## src/rtl/ram_burst_reader_pkg.sv

```systemverilog
// Shared constants and types for the RAM burst reader.
// Tag travels alongside each outstanding RAM read.
package mem_pkg;
  localparam int ADDR_W = 16;
  localparam int DATA_W = 32;

  typedef enum logic [1:0] {
    IDLE,
    READ,
    DRAIN
  } burst_state_e;

  typedef struct packed {
    logic              v;
    logic [ADDR_W-1:0] a;
  } rd_tag_t;

  function automatic logic [ADDR_W-1:0] addr_inc(
    input logic [ADDR_W-1:0] a
  );
    return a + ADDR_W'(1);
  endfunction
endpackage

```

## src/rtl/ram_burst_reader_if.sv

```systemverilog
// Ready/valid output stream: read word plus its source address.
// master = producer (reader), slave = consumer.
interface ram_burst_reader_if;
  import mem_pkg::*;

  logic              out_valid;
  logic              out_ready;
  logic [DATA_W-1:0] out_data;
  logic [ADDR_W-1:0] out_addr;

  modport master (
    output out_valid,
    output out_data,
    output out_addr,
    input  out_ready
  );

  modport slave (
    input  out_valid,
    input  out_data,
    input  out_addr,
    output out_ready
  );
endinterface

```

## src/rtl/ram_burst_reader_fifo.sv

```systemverilog
// First-word-fall-through FIFO with occupancy count.
// Simultaneous push/pop is legal even when full.
module sync_fifo #(
  parameter int WIDTH = 8,
  parameter int DEPTH = 2,
  localparam int CW = $clog2(DEPTH + 1),
  localparam int AW = (DEPTH > 1) ? $clog2(DEPTH) : 1
) (
  input  logic             clk,
  input  logic             rst,
  input  logic             push_i,
  input  logic [WIDTH-1:0] din_i,
  input  logic             pop_i,
  output logic [WIDTH-1:0] dout_o,
  output logic             valid_o,
  output logic [CW-1:0]    count_o
);
  logic [WIDTH-1:0] mem_q [DEPTH];
  logic [AW-1:0]    wr_q, rd_q;
  logic [CW-1:0]    count_q;
  logic             do_push, do_pop;

  assign do_pop  = pop_i && (count_q != '0);
  assign do_push = push_i &&
                   ((count_q < CW'(DEPTH)) || do_pop);

  always_ff @(posedge clk) begin
    if (do_push) mem_q[wr_q] <= din_i;
  end

  always_ff @(posedge clk) begin
    if (rst) begin
      wr_q    <= '0;
      rd_q    <= '0;
      count_q <= '0;
    end else begin
      if (do_push)
        wr_q <= (wr_q == AW'(DEPTH - 1)) ? '0 : wr_q + AW'(1);
      if (do_pop)
        rd_q <= (rd_q == AW'(DEPTH - 1)) ? '0 : rd_q + AW'(1);
      count_q <= count_q + CW'(do_push) - CW'(do_pop);
    end
  end

  assign valid_o = (count_q != '0);
  assign dout_o  = valid_o ? mem_q[rd_q] : '0;
  assign count_o = count_q;

  // Upstream credit accounting must make a dropped push impossible.
  assert property (@(posedge clk) disable iff (rst)
    !(push_i && !do_push));
endmodule

```

## src/rtl/ram_burst_reader.sv

```systemverilog
// Walks a RAM address window and streams the returned words
// out through a credit-limited FWFT buffer.
module ram_burst_reader
  import mem_pkg::*;
#(
  parameter int RD_LATENCY = 1,
  parameter int FIFO_DEPTH = RD_LATENCY + 1
) (
  input  logic              clk,
  input  logic              reset,
  input  logic              start,
  input  logic [ADDR_W-1:0] base_addr,
  input  logic [ADDR_W-1:0] count,
  output logic              busy,
  output logic              done,
  output logic [ADDR_W-1:0] ram_address,
  output logic              ram_wren,
  input  logic [DATA_W-1:0] ram_q,
  ram_burst_reader_if.master out_if
);
  localparam int CW = $clog2(FIFO_DEPTH + 1);
  localparam logic [CW:0] DEPTH_C = (CW + 1)'(FIFO_DEPTH);

  burst_state_e      state_q, state_d;
  logic [ADDR_W-1:0] addr_q, addr_d;
  logic [ADDR_W-1:0] left_q, left_d;
  logic [ADDR_W-1:0] hold_q;
  logic              done_q, done_d;
  rd_tag_t           pipe_q [RD_LATENCY];

  logic                     issue, pop, credit_ok;
  logic [CW:0]              inflight;
  logic [CW-1:0]            fifo_cnt;
  logic [DATA_W+ADDR_W-1:0] fifo_dout;

  always_comb begin
    inflight = '0;
    for (int i = 0; i < RD_LATENCY; i++)
      inflight = inflight + {{CW{1'b0}}, pipe_q[i].v};
  end

  // A pop this cycle frees a slot in time for the new read.
  assign pop = out_if.out_valid && out_if.out_ready;
  assign credit_ok = ({1'b0, fifo_cnt} + inflight
                      - {{CW{1'b0}}, pop}) < DEPTH_C;

  always_comb begin
    state_d = state_q;
    addr_d  = addr_q;
    left_d  = left_q;
    done_d  = 1'b0;
    issue   = 1'b0;
    unique case (state_q)
      IDLE: begin
        if (start) begin
          if (count == '0) begin
            done_d = 1'b1;
          end else begin
            addr_d  = base_addr;
            left_d  = count;
            state_d = READ;
          end
        end
      end
      READ: begin
        if (credit_ok && !reset) begin
          issue  = 1'b1;
          addr_d = addr_inc(addr_q);
          left_d = left_q - ADDR_W'(1);
          if (left_q == ADDR_W'(1)) state_d = DRAIN;
        end
      end
      DRAIN: begin
        if (inflight == '0 && fifo_cnt == '0) begin
          done_d  = 1'b1;
          state_d = IDLE;
        end
      end
      default: state_d = IDLE;
    endcase
  end

  always_ff @(posedge clk) begin
    if (reset) begin
      state_q <= IDLE;
      addr_q  <= '0;
      left_q  <= '0;
      hold_q  <= '0;
      done_q  <= 1'b0;
      for (int i = 0; i < RD_LATENCY; i++)
        pipe_q[i] <= '0;
    end else begin
      state_q   <= state_d;
      addr_q    <= addr_d;
      left_q    <= left_d;
      hold_q    <= ram_address;
      done_q    <= done_d;
      pipe_q[0] <= '{v: issue, a: addr_q};
      for (int i = 1; i < RD_LATENCY; i++)
        pipe_q[i] <= pipe_q[i-1];
    end
  end

  sync_fifo #(
    .WIDTH (DATA_W + ADDR_W),
    .DEPTH (FIFO_DEPTH)
  ) u_fifo (
    .clk     (clk),
    .rst     (reset),
    .push_i  (pipe_q[RD_LATENCY-1].v),
    .din_i   ({ram_q, pipe_q[RD_LATENCY-1].a}),
    .pop_i   (pop),
    .dout_o  (fifo_dout),
    .valid_o (out_if.out_valid),
    .count_o (fifo_cnt)
  );

  assign ram_address     = issue ? addr_q : hold_q;
  assign ram_wren        = 1'b0;
  assign busy            = (state_q != IDLE);
  assign done            = done_q;
  assign out_if.out_data = fifo_dout[ADDR_W +: DATA_W];
  assign out_if.out_addr = fifo_dout[ADDR_W-1:0];
endmodule
```

## src/flat_wrapper.sv

```systemverilog
// flat-port wrapper written by rule: the top's interface ports become plain ports
module ram_burst_reader_flat import mem_pkg::*;
#(
  parameter int RD_LATENCY = 1,
  parameter int FIFO_DEPTH = RD_LATENCY + 1
)
  (clk, reset, start, base_addr, count, busy, done, ram_address, ram_wren, ram_q, out_if_out_valid, out_if_out_data, out_if_out_addr, out_if_out_ready);
  ram_burst_reader_if out_if_i ();
  input  logic clk;
  input  logic reset;
  input  logic start;
  input  logic [ADDR_W-1:0] base_addr;
  input  logic [ADDR_W-1:0] count;
  output logic busy;
  output logic done;
  output logic [ADDR_W-1:0] ram_address;
  output logic ram_wren;
  input  logic [DATA_W-1:0] ram_q;
  output wire logic [$bits(out_if_i.out_valid)-1:0] out_if_out_valid;
  output wire logic [$bits(out_if_i.out_data)-1:0] out_if_out_data;
  output wire logic [$bits(out_if_i.out_addr)-1:0] out_if_out_addr;
  input wire logic [$bits(out_if_i.out_ready)-1:0] out_if_out_ready;
  assign out_if_out_valid = out_if_i.out_valid;
  assign out_if_out_data = out_if_i.out_data;
  assign out_if_out_addr = out_if_i.out_addr;
  assign out_if_i.out_ready = out_if_out_ready;
  ram_burst_reader #(.RD_LATENCY(RD_LATENCY), .FIFO_DEPTH(FIFO_DEPTH)) u_core (.clk(clk), .reset(reset), .start(start), .base_addr(base_addr), .count(count), .busy(busy), .done(done), .ram_address(ram_address), .ram_wren(ram_wren), .ram_q(ram_q), .out_if(out_if_i));
endmodule
```

## config.mk

```make
export PLATFORM = sky130hd
export DESIGN_NAME = ram_burst_reader_flat
export DESIGN_NICKNAME = d
export VERILOG_FILES = /design/src/rtl/ram_burst_reader_pkg.sv /design/src/rtl/ram_burst_reader_if.sv /design/src/rtl/ram_burst_reader_fifo.sv /design/src/rtl/ram_burst_reader.sv /design/src/flat_wrapper.sv
export SDC_FILE = /design/constraint.sdc
export NUM_CORES = 1
export LEC_CHECK = 0
export BUFFER_PORTS_ARGS = -buffer_cell sky130_fd_sc_hd__clkbuf_2
export CORE_MARGIN = 10
export CORE_UTILIZATION = 30
export CTS_BUF_LIST = sky130_fd_sc_hd__clkbuf_4
export DETAILED_ROUTE_END_ITERATION = 12
export PLACE_DENSITY = 0.47
export SLEW_MARGIN = 20
export SYNTH_ARGS = -nofsm -noshare
export SYNTH_HDL_FRONTEND = slang
export SYNTH_HIERARCHICAL = 1
export SYNTH_SLANG_ARGS = --single-unit
```

## constraint.sdc

```tcl
create_clock -name clk -period 3.4 [get_ports clk]
set_input_delay 0.17 -clock clk [delete_from_list [all_inputs] [get_ports clk]]
set_output_delay 0.17 -clock clk [all_outputs]
set_load 0.01 [all_outputs]
```

# Word-level counts from Yosys, hierarchy flattened
# Memories as Yosys holds them, arrays and structs flattened. A register that Yosys moved wholly into a read port is not among the register bits.
# Cells that the tools add are included.
[totals]
regBits = 55
mem_bits_rw = 113
input_bits = 68
out_inout_bits = 68
wordCells = 78
n_memories = 2
[classes]
add_sub_neg = 8
magnitude_cmp = 2
eq_ne = 8
muxes = 33
n_reduce_logical = 17
[memory_table]
columns = ["name", "words", "word_bits", "rd", "rd_clocked_by_memory_dff", "wr", "line", "text"]
rows = [
  ["u_core.u_fifo.mem_q", 2, 48, 1, 1, 1, "ram_burst_reader_fifo.sv:18", "logic [WIDTH-1:0] mem_q [DEPTH];"],
  ["u_core.pipe_q", 1, 17, 1, 0, 1, "ram_burst_reader.sv:29", "rd_tag_t pipe_q [RD_LATENCY];"],
]
[ops]
columns = ["op", "count"]
rows = [
  ["$mux 16", 7],
  ["$pmux 16 s2", 2],
  ["$mux 48", 1],
  ["$mux 17", 1],
  ["$reduce_or 17->1", 1],
  ["$add 16x1->16 const B", 1],
  ["$eq 16x1->1 const B", 1],
  ["$logic_not 16->1", 1],
  ["$sub 16x1->16 const B", 1],
  ["$mux 1", 15],
  ["$mux 2", 5],
  ["$ne 2x1->1 const B", 3],
  ["$pmux 2 s3", 1],
  ["$reduce_bool 2->1", 3],
  ["$logic_and 1x1->1", 5],
  ["$reduce_and 5->1", 1],
  ["$logic_not 2->1", 2],
  ["$ne 2x2->1 const B", 2],
  ["$reduce_and 4->1", 1],
  ["$add 2x1->3", 1],
  ["$logic_not 3->1", 1],
  ["$lt 3x2->1 const B", 1],
  ["$sub 3x1->3", 1],
  ["$add 1x1->1 const B", 2],
  ["8 further kinds", 8],
]

# Logic depth before layout (Yosys ltp)
[depth]
depth_word = 8
depth_mapped = 14
mapped_depth_nobuf = 11

# Cells and area by module
# Netlist, hierarchy kept.
[modules_own_cells]
columns = ["mod", "n_inst", "cells_each", "area_per_inst_um2", "seq_area_each_um2"]
rows = [
  ["sync_fifo", 1, 230, 3890.0, 2982.9],
  ["ram_burst_reader", 1, 393, 3293.2, 1361.3],
]

# Least setup slack after synthesis
# Ideal clock, no wire load.
[synth_path]
path_type = "register to register"
startpoint = "reg u_core.u_fifo.count_q[1], in the netlist u_core/u_fifo/count_o[1]"
endpoint = "mem u_core/u_fifo/mem_q[0][0] in the netlist's numbering (enable)"
setup_ns = 0.454
arrival_time_ns = 3.238
t_required_ns = 2.946
path_slack_ns = -0.292
stages_incl_launch_ff = 8
n_path_buf = 2
period_less_slack_ns = 3.692
cell_sequence = "dfxtp_1 -> nor2_1 -> buf_4 -> buf_4 -> inv_1 -> and2_1 -> o21ai_2 -> nor2_1"
[synth_via]
elab_chain_len = 7
elab_cells_between_ends = 8
cone_classes = "1 x order compare; 2 x mux; 5 x reduce/logical"
[synth_lines]
columns = ["element", "line", "text"]
rows = [
  ["start: declaration", "ram_burst_reader_fifo.sv:20", "logic [CW-1:0] count_q;"],
  ["start signal: assignment", "ram_burst_reader_fifo.sv:41", "count_q <= count_q + CW'(do_push) - CW'(do_pop);"],
  ["$reduce_bool 2->1", "ram_burst_reader_fifo.sv:45", "assign valid_o = (count_q != '0);"],
  ["via out_if_out_valid", "flat_wrapper.sv:19", "output wire logic [$bits(out_if_i.out_valid)-1:0] out_if_out_valid;"],
  ["$logic_and 1x1->1", "ram_burst_reader.sv:43", "assign pop = out_if.out_valid && out_if.out_ready;"],
  ["via u_core.pop", "ram_burst_reader.sv:31", "logic issue, pop, credit_ok;"],
  ["$logic_and 1x1->1", "ram_burst_reader_fifo.sv:23", "assign do_pop = pop_i && (count_q != '0);"],
  ["$logic_or 1x1->1", "ram_burst_reader_fifo.sv:25", "((count_q < CW'(DEPTH)) || do_pop);"],
  ["$logic_and 1x1->1", "ram_burst_reader_fifo.sv:24", "assign do_push = push_i &&"],
  ["$mux 1", "ram_burst_reader_fifo.sv:28", "if (do_push) mem_q[wr_q] <= din_i;"],
  ["$mux 1 (not written as such)", "ram_burst_reader_fifo.sv:28", ""],
  ["end: declaration", "ram_burst_reader_fifo.sv:18", ""],
]
# The timed path passes the listed nets, and every way through them passes these cells.

# Worst setup path in the final report
[layout_path]
startpoint = "reg u_core.u_fifo.count_q[0], in the netlist u_core/u_fifo/count_o[0]"
endpoint = "out ram_address[3]"
[layout_via]
elab_chain_len = 8
elab_cells_between_ends = 9
cone_classes = "2 x add/sub; 1 x order compare; 3 x mux; 3 x reduce/logical"
[layout_lines]
columns = ["element", "line", "text"]
rows = [
  ["$reduce_bool 2->1", "ram_burst_reader_fifo.sv:45", ""],
  ["$logic_and 1x1->1", "ram_burst_reader.sv:43", ""],
  ["via u_core.pop", "ram_burst_reader.sv:31", ""],
  ["$sub 3x1->3", "ram_burst_reader.sv:45", "- {{CW{1'b0}}, pop}) < DEPTH_C;"],
  ["$lt 3x2->1", "ram_burst_reader.sv:45", ""],
  ["$logic_and 1x1->1", "ram_burst_reader.sv:66", "if (credit_ok && !reset) begin"],
  ["$mux 1", "ram_burst_reader.sv:66", ""],
  ["$mux 1", "ram_burst_reader.sv:53", "unique case (state_q)"],
  ["$mux 16", "ram_burst_reader.sv:118", "assign ram_address = issue ? addr_q : hold_q;"],
  ["end: declaration", "flat_wrapper.sv:16", "output logic [ADDR_W-1:0] ram_address;"],
]
# The timed path passes the listed nets, and every way through them passes these cells.

==> metrics.md <==
| Metric | Value |
|---|---|
| Number of max-cap violations | `0` |
| Wire per inst | `16.4 um` |
| Gpl congestion | `0.798` |
| CP peak stage delay | `380 ps` |
| Detailed Routing Iterations Pass 1 | `4` |
| Status | `finished clean` |
| Final WS setup | `168 ps` |
| Worst-Margin Slew | `between 900 and 1000 ps` |
| FF+latch count, synth | `approximately 170` |
| Final core utilization | `0.392` |
| Total track usage | `0.121` |
| CTS sink cnt | `169` |
| Initial Utilization | `0.305` |
| Sequential fraction of the synthesis area | `0.605` |
| Critical Path Fanout Max | `5` |
| Distinct cells, synth | `59` |
| Hold crit path type | `input port to register` |
| Initial antenna violation count | `1` |
| DP Worst Slack | `209 ps` |
| Dominant synthesized flop cell | `edfxtp_1` |
| Total grt overflow | `0` |
| DRC Markers | `0` |
| EDFF count, synth | `96` |
| Highest clock rate | `roughly 0.31 GHz` |
| CP Launch Type | `register` |
| Die footprint | `~30000 um2` |
| Largest net degree at the start of global routing | `65` |
| Fin crit share | `0.951` |
| Final min period | `3230 ps` |
| Syn_nets | `698` |
| Final setup viols | `0` |
| Worst Path Required | `around 3200 ps` |
| Vias in the first global route | `5545` |
| Global-route wire length before repair | `between 20000 and 30000 um` |
| Fin. Hold Viols | `0` |
| Leak Pwr | `0.00351 uW` |
| CTS tree | `built` |
| Via count | `5441` |
| CP Capture Type | `output pin` |
| Area growth from synthesis to layout | `28.5%` |
| Nets@finish | `896` |
| Worst-path clk slew | `140 ps` |
| Height of the chip | `175 um` |
| Design Area, Final | `9230 um2` |
| Dpl cell area | `around 8200 um2` |
| Max transition margin | `0.375` |
| Synth async-reset ratio | `0` |
| Setup CP Type | `register to output pin` |
| Cell area power density | `464 nW/um2` |
| CTS max path bufs | `2` |
| Core area | `23500 um2` |
| Worst Clk Skew | `26.7 ps` |
| Root Buffer | `clkbuf_4` |
| Clk_lat worst skew | `550 ps` |
| Layout cells sized above 1 | `0.271` |
| H-tree depth | `4` |
| Cells after Synth | `623` |
| Overall Power | `4290 uW` |
| DR iter-0 viols | `235` |
| Routed vias/inst | `4.71` |
| VDD IR-drop max | `0.000144 V` |
| Boundary pin count | `136` |
| Chip width | `175 um` |
| Synth Warn # | `6` |
| Synth Area per Inst | `around 12 um2` |
| Row count | `56` |
| Slowest CP cell | `dfxtp_4` |
| Antenna-violating nets left | `0` |
| Num CTS Buffers | `17` |
| Critical Path AT | `3060 ps` |
| # port buffers | `134` |
| Pins Over Slew Limit | `0` |
| DRT Wirelength | `18900 um` |
| Post-DP HPWL | `~13000 um` |
| Cell area after synthesis | `7180 um2` |
| Worst path cell trace | `nor2_4, inv_2, and2_4, ha_4, nand2b_4, fa_2, xnor2_2, nand4_4, buf_12, mux2_4, buf_6` |
cells in the final DEF (no fill, tap or decap), types with 10 or more instances in the layout:
| master | count |
|---|---|
| mux2i_1 | 48 |
| inv_1 | 15 |
| and2_1 | 16 |
| o31ai_1 | 10 |
| a21oi_1 | 32 |
| nand3_1 | 10 |
| clkbuf_4 | 18 |
| edfxtp_1 | 96 |
| clkbuf_2 | 133 |
| nor2b_1 | 13 |
| o21ai_0 | 22 |
| buf_4 | 15 |
| dlygate4sd3_1 | 64 |
| dfxtp_1 | 70 |
| nand2_1 | 40 |
| nor3_1 | 20 |
| mux2_2 | 16 |
| nor2_1 | 76 |
routing by layer:
layer | share of wire | up-vias | wire length (um) | GRT usage
met3 | 0.053 | 12 | 1000 | 0.0319
met4 | 0.0090 | 0 | 171 | 0.0350
li1 | - | 2670 | - | -
met1 | 0.45 | 2593 | 8590 | 0.151
met5 | 0 | - | 0 | 0
met2 | 0.48 | 166 | 9170 | 0.202
final timing paths:
check | startpoint | endpoint | slack (ps) | depth (start not counted)
worst max-delay path | u_core/u_fifo/count_o[0] | ram_address[3] | 170 | 11
worst min-delay path | count[8] | u_core/left_q[8] | 80 | 4
worst max register to register | u_core/u_fifo/count_o[0] | u_core/left_q[1] | 270 | 13
worst min register to register | u_core/pipe_q[0][2] | u_core/u_fifo/mem_q[1][2] | 440 | 0
flip-flops by register name, indices dropped and copies added (netlist names), 2 cells and up, named ones only:
name and flops:
u_core/hold_q 16, u_core/left_q 16, u_core/pipe_q 17, u_core/u_fifo/count_o 2, u_core/addr_q 16, u_core/u_fifo/mem_q 96, u_core/state_q 2
worst max-delay path: cells and delay by family, from the launching register on:
kind                     cells  cell delay (ps)
flip-flops                   1              380
multiplexers                 1              320
AND/OR/NAND/NOR              4              610
XOR/XNOR                     1              240
buffers and inverters        3              380
adder cells (fa/ha/maj)      2              600
metrics by stage:
step / setup TNS [ps] / hold WS, ps / std cells
after floorplan: -28010 / 242 / 623
after global placement: 0 / 360 / 1052
after detailed placement: 0 / 365 / 1052
after CTS: 0 / 11.5 / 1148
after global routing: -37.4 / 47.5 / 1154
final: 0 / 83.0 / 1154
cell usage after synthesis (2+ instances only):
library cell,count,area share
a211oi_1,2,0.0021
or3_1,4,0.0035
nor2_1,79,0.041
a32o_1,2,0.0028
o21a_1,2,0.0021
or4_1,3,0.0031
and3_1,3,0.0026
nor3_1,20,0.014
buf_1,2,0.0010
a21o_1,2,0.0021
inv_1,16,0.0084
nand4_1,4,0.0035
nor4_1,9,0.0078
o21ai_0,22,0.015
buf_2,7,0.0049
o32ai_1,9,0.011
and2_1,17,0.015
nand2_1,40,0.021
a31o_2,4,0.0049
edfxtp_1,96,0.40
buf_4,5,0.0052
mux2i_1,48,0.067
nor2b_1,13,0.011
a22oi_1,5,0.0052
nand3_1,10,0.0070
and4_1,3,0.0037
clkbuf_1,21,0.011
ha_1,6,0.010
xnor2_1,3,0.0037
a31oi_1,4,0.0035
buf_12,3,0.0084
dfxtp_1,73,0.20
mux2_2,17,0.027
o31ai_1,10,0.010
nand4b_1,2,0.0024
a21oi_1,32,0.022
nor3b_1,2,0.0021
nand2b_1,2,0.0017
power by group:
group	internal (uW)	switching, uW	leakage (uW)	total, uW
clock	314	739	0.000129	1050
combinational	373	490	0.00190	862
sequential	2290	83.5	0.00148	2370
total	2970	1310	0.00351	4290
repair_timing:
action,4_1_cts,5_1_grt
setup endpoints to repair,16,16
gates cloned,0,2
pin swaps,0,4
hold buffers,64,0
resized for setup,3,13
setup buffers,0,3
hold endpoints to repair,102,0
final cells by class:
cell class | instances | area, um2
well taps | 319 | 399
clock inverters | 14 | 121
fillers | 2334 | 14300
inverters | 17 | 63.8
diodes | 1 | 2.50
repair buffers | 218 | 1540
flip-flops and latches | 169 | 4350
multi-input cells | 398 | 2620
clock buffers | 18 | 135
cells by family after synthesis:
family | Yosys count | synth area share
AOI/OAI and AO/OA | 104 | 0.0946
buffers and inverters | 56 | 0.0409
xor gates and xnor gates | 4 | 0.00488
other | 1 | 0.000522
DFF | 169 | 0.605
muxes | 65 | 0.0935
and+or+nand+nor | 217 | 0.148
adders and majority gates | 7 | 0.0132
Power figures use the tool's default switching activity.
